[src/rtl/survivor_regex.sv]
// Register-exchange survivor-path unit: one DEPTH-bit path per trellis state, updated from ACS decisions.
// Define SURVIVOR_BEST_STATE_EN to read out the path of best_state instead of state 0.
module survivor_regex #(
    parameter int M     = 2,
    parameter int DEPTH = 8
) (
    input  logic                 clk,
    input  logic                 reset,
    input  logic                 in_valid,
    input  logic                 start,
    input  logic [(1<<M)-1:0]    dec,
    input  logic [M-1:0]         best_state,
    output logic                 out_bit,
    output logic                 out_valid
);

    localparam int STATES = 1 << M;
    localparam int FILL_W = $clog2(DEPTH + 1);
    localparam logic [M-1:0]      HALF     = M'(STATES / 2);
    localparam logic [FILL_W-1:0] FILL_MAX = FILL_W'(DEPTH);
    localparam logic [FILL_W-1:0] FILL_THR = FILL_W'(DEPTH - 1);

    logic [STATES-1:0][DEPTH-1:0] path;
    logic [STATES-1:0][DEPTH-1:0] nxt;
    logic [FILL_W-1:0]            fill;
    logic [M-1:0]                 sel;
    logic [STATES-1:0]            unused_path_msb;

    // A start step behaves as if every old path were zero.
    for (genvar s = 0; s < STATES; s++) begin : g_state
        localparam logic [M-1:0] S_IDX = M'(s);
        logic [M-1:0] pred;
        assign pred               = (S_IDX >> 1) | (dec[s] ? HALF : '0);
        assign nxt[s]             = {path[pred][DEPTH-2:0] & {(DEPTH-1){~start}}, S_IDX[0]};
        assign unused_path_msb[s] = path[s][DEPTH-1];
    end

`ifdef SURVIVOR_BEST_STATE_EN
    assign sel = best_state;
`else
    logic [M-1:0] unused_best_state;
    assign unused_best_state = best_state;
    assign sel = '0;
`endif

    always_ff @(posedge clk) begin
        if (reset) begin
            path      <= '0;
            fill      <= '0;
            out_bit   <= 1'b0;
            out_valid <= 1'b0;
        end else if (in_valid) begin
            path      <= nxt;
            out_bit   <= nxt[sel][DEPTH-1];
            out_valid <= ~start && (fill >= FILL_THR);
            if (start) begin
                fill <= FILL_W'(1);
            end else if (fill != FILL_MAX) begin
                fill <= fill + FILL_W'(1);
            end
        end else begin
            out_valid <= 1'b0;
        end
    end

endmodule

[config.mk]
export PLATFORM = sky130hd
export DESIGN_NAME = survivor_regex
export DESIGN_NICKNAME = d
export VERILOG_FILES = /design/src/rtl/survivor_regex.sv
export SDC_FILE = /design/constraint.sdc
export NUM_CORES = 1
export LEC_CHECK = 0
export CAP_MARGIN = 20
export CORE_MARGIN = 2
export CORE_UTILIZATION = 54
export CTS_CLUSTER_SIZE = 12
export DETAILED_ROUTE_END_ITERATION = 7
export PLACE_DENSITY_LB_ADDON = 0.3
export SLEW_MARGIN = 25
export SYNTH_ARGS = -nofsm -noshare
export SYNTH_HDL_FRONTEND = slang
export SYNTH_SLANG_ARGS = --single-unit
[constraint.sdc]
create_clock -name clk -period 1.4 [get_ports clk]
set_input_delay 0.14 -clock clk [delete_from_list [all_inputs] [get_ports clk]]
set_output_delay 0.14 -clock clk [all_outputs]
set_load 0.05 [all_outputs]
==> flow_metrics.env <==
export IMPL_drcViolationCount=0
export IMPL_end_kind="register"
export IMPL_ys_ff_latch=27
export IMPL_crit_path_start_kind="register"
export IMPL_finalNetCount=153
export IMPL_worst_hold_slack_ps=475
export IMPL_synth_ff_type="dfxtp_1"
export IMPL_drtAntennaViolNets=0
export IMPL_finalHoldViolCount=0
export IMPL_grt_overflow=0
export IMPL_io_buffers=9
export IMPL_dpl_instance_area_um2=1330
export IMPL_timing_hold_worst_path_depth=2
export IMPL_cts_tree="yes"
export IMPL_fmax_ghz=0.847
export IMPL_cts_max_level=1
export IMPL_cts_buffers=3
export IMPL_final_cell_mix="dfxtp_1, nor2_1, a22oi_1, mux2_2, buf_4"
export IMPL_fillers=159
export IMPL_first_pass_iters=4
export IMPL_fp_coreArea_um2=2020
export IMPL_wire_per_inst_um=13.4
export IMPL_gp_congestion=0.785
export IMPL_crit_path_top_delay_cell="dfxtp_1"
export IMPL_diodes=0
export IMPL_layout_commonest_cell="dfxtp_1"
export IMPL_setup_violations=0
export IMPL_synth_nets=138
export IMPL_die_w_um=50.8
export IMPL_r2r_start="fill[1]"
export IMPL_vias=952
export IMPL_crit_required_ps=1640
export IMPL_die_y_um=50.8
export IMPL_start_util_pct=58.5
export IMPL_crit_arrival_ps=1420
export IMPL_r2r_setup_slack_ps=220
export IMPL_ioPinCount=12
export IMPL_via_per_inst=5.70
export IMPL_period_share_pct=84.3
export IMPL_path_cells="inv_1 > ha_1 > nand4bb_1 > a21oi_1 > a311oi_1"
export IMPL_clk_pin_slew_worst_paths_ps=130
export IMPL_power_density_nw_per_um2=903
export IMPL_syn_area_um2=1180
export IMPL_p_int_uw=944
export IMPL_maxCapViolCount=0
export IMPL_power_leakage_nw=0.507
export IMPL_drv_slew=0
export IMPL_netSwitchingFraction_pct=23.1
export IMPL_hold_class="reg2reg"
export IMPL_layout_drive_gt1_share_pct=22.1
export IMPL_area_delta_synth_final_pct=14.8
export IMPL_hp_start="path[17]"
export IMPL_place_hpwl_mm=1.56
export IMPL_status="complete, no violations"
export IMPL_avgSynthCellArea_um2=9.39
export IMPL_clockBufferDepth=2
export IMPL_final_area_um2=1360
export IMPL_rsz0062_at_grt="no"
export IMPL_cp_slowest_stage_delay_ps=410
export IMPL_path_class="reg2reg"
export IMPL_synth_distinct_cells=26
export IMPL_min_to="path[17]"
export IMPL_synth_edf_count=0
export IMPL_ys_warnings_count=0
export IMPL_async_flop_share_pct=0
export IMPL_finalSetupTns_ps=0
export IMPL_net_switching_power_uw=284
export IMPL_tightest_slew_ps=279
export IMPL_antenna_found_initial=0
export IMPL_track_usage_pct=20.0
export IMPL_vdd_ir_drop_max_v=0.000904
export IMPL_first_iter_violations=12
export IMPL_synthCells=126
export IMPL_finalWirelength_mm=2.24
export IMPL_row_count=16
export IMPL_grt_first_pass_wirelength_mm=3.99
export IMPL_clkLatencyLatePin_ps=320
export IMPL_reg2reg_depth=5
export IMPL_grt_max_degree=24
export IMPL_grt_pass1_vias=945
export IMPL_fin_cells=167
export IMPL_seq_area_frac_synth_pct=45.7
export IMPL_period_minus_slack_ps=1180
export IMPL_cts_sinks=27
export IMPL_p_clk_share_pct=26.7
export IMPL_r2r_end="fill[0]"
export IMPL_dieArea_um2=2580
export IMPL_combPwrFrac_pct=9.4
export IMPL_fin_worst_skew_ps=2.44
export IMPL_critPathMaxFanout=4
export IMPL_cts_root_buf="clkbuf_4"
export IMPL_slew_headroom_pct=81.3
export IMPL_pwr_share_seq_pct=63.9
export IMPL_dp_cells=163
==> power groups by stage <==
| stage | registers, mW | clock network (mW) | logic, mW |
|---|---|---|---|
| finish | 0.784 | 0.327 | 0.116 |
| global route | 0.786 | 0.380 | 0.127 |
| CTS | 0.784 | 0.343 | 0.116 |
| detailed placement | 0.801 | 0 | 0.115 |
| global placement | 0.800 | 0 | 0.113 |
| floorplan | 0.799 | 0 | 0.0630 |
==> cells by family after synthesis <==
kind of cell | synth area share [%]
adder cells (fa/ha/maj) | 2.11
buffers and inverters | 5.07
AND/OR/NAND/NOR | 16.4
multiplexers | 14.3
AO/OA/AOI/OAI | 16.5
flip-flops | 45.7
==> what timing repair did <==
action | 4_1_cts | 5_1_grt
endpoints found under the setup margin | 0 | 1
hold buffers | 0 | 0
gates resized for setup | 0 | 1
buffers inserted | 0 | 0
==> stage by stage <==
| stage | total power [mW] | setup WS (ps) | util, % |
|---|---|---|---|
| 2_1_floorplan | 0.862 | 312 | - |
| 3_3_place_gp | 0.913 | -36.7 | 65.8 |
| 3_5_place_dp | 0.916 | -98.6 | 65.8 |
| 4_1_cts | 1.24 | 155 | 67.1 |
| 5_1_grt | 1.29 | 57.2 | 67.2 |
| 6_report | 1.23 | 220 | 67.2 |
==> area by class of cell <==
class / count / area, µm² / area share, %
clock buffers: 4 / 26.3 / 1.93
inverters: 3 / 13.8 / 1.01
multi-input cells: 87 / 583 / 42.9
flip-flops and latches: 27 / 542 / 39.9
well taps: 27 / 33.8 / 2.49
repair buffers: 19 / 160 / 11.8
==> worst max-delay path: cells and delay by family (launching register included) <==
kind	cells	cell delay, ps
DFF	1	410
AOI/OAI and AO/OA	2	310
buffers and inverters	1	80
adders and majority gates	1	190
and+or+nand+nor	1	120
==> registers in the layout (all words and copies together), names as in the netlist <==
name,flops
fill,4
out_valid,1
path,22
==> metal layers <==
layer / routed length [µm] / vias to the layer above / track usage [%]
met4: 0 / 0 / 2.70
met1: 1060 / 452 / 26.2
met5: 0 / - / 0
met3: 113 / 0 / 6.14
li1: - / 478 / -
met2: 1060 / 22 / 33.3
==> worst max-delay path by stage <==
stage                        from  depth (start not counted)  slack [ps]      end
after detailed placement   dec[0]                          4        -100  path[5]
final                     fill[1]                          5         220  fill[0]
after CTS                 fill[0]                          5         160  fill[0]
after global placement     dec[0]                          4         -40  path[6]
after floorplan           fill[0]                          5         310  fill[0]
after global routing      fill[1]                          5          60  fill[0]
==> Yosys cell counts, types with 3 or more instances <==
cell	instances	area (µm²)
dfxtp_1	27	541
nor2_1	17	63.8
a22oi_1	15	113
mux2_2	14	158
a21oi_1	10	50.1
nand2_1	8	30.0
clkbuf_1	6	22.5
nand3_1	5	25.0
nor2b_1	3	18.8
Note: power is estimated with default switching activity, not from simulation.
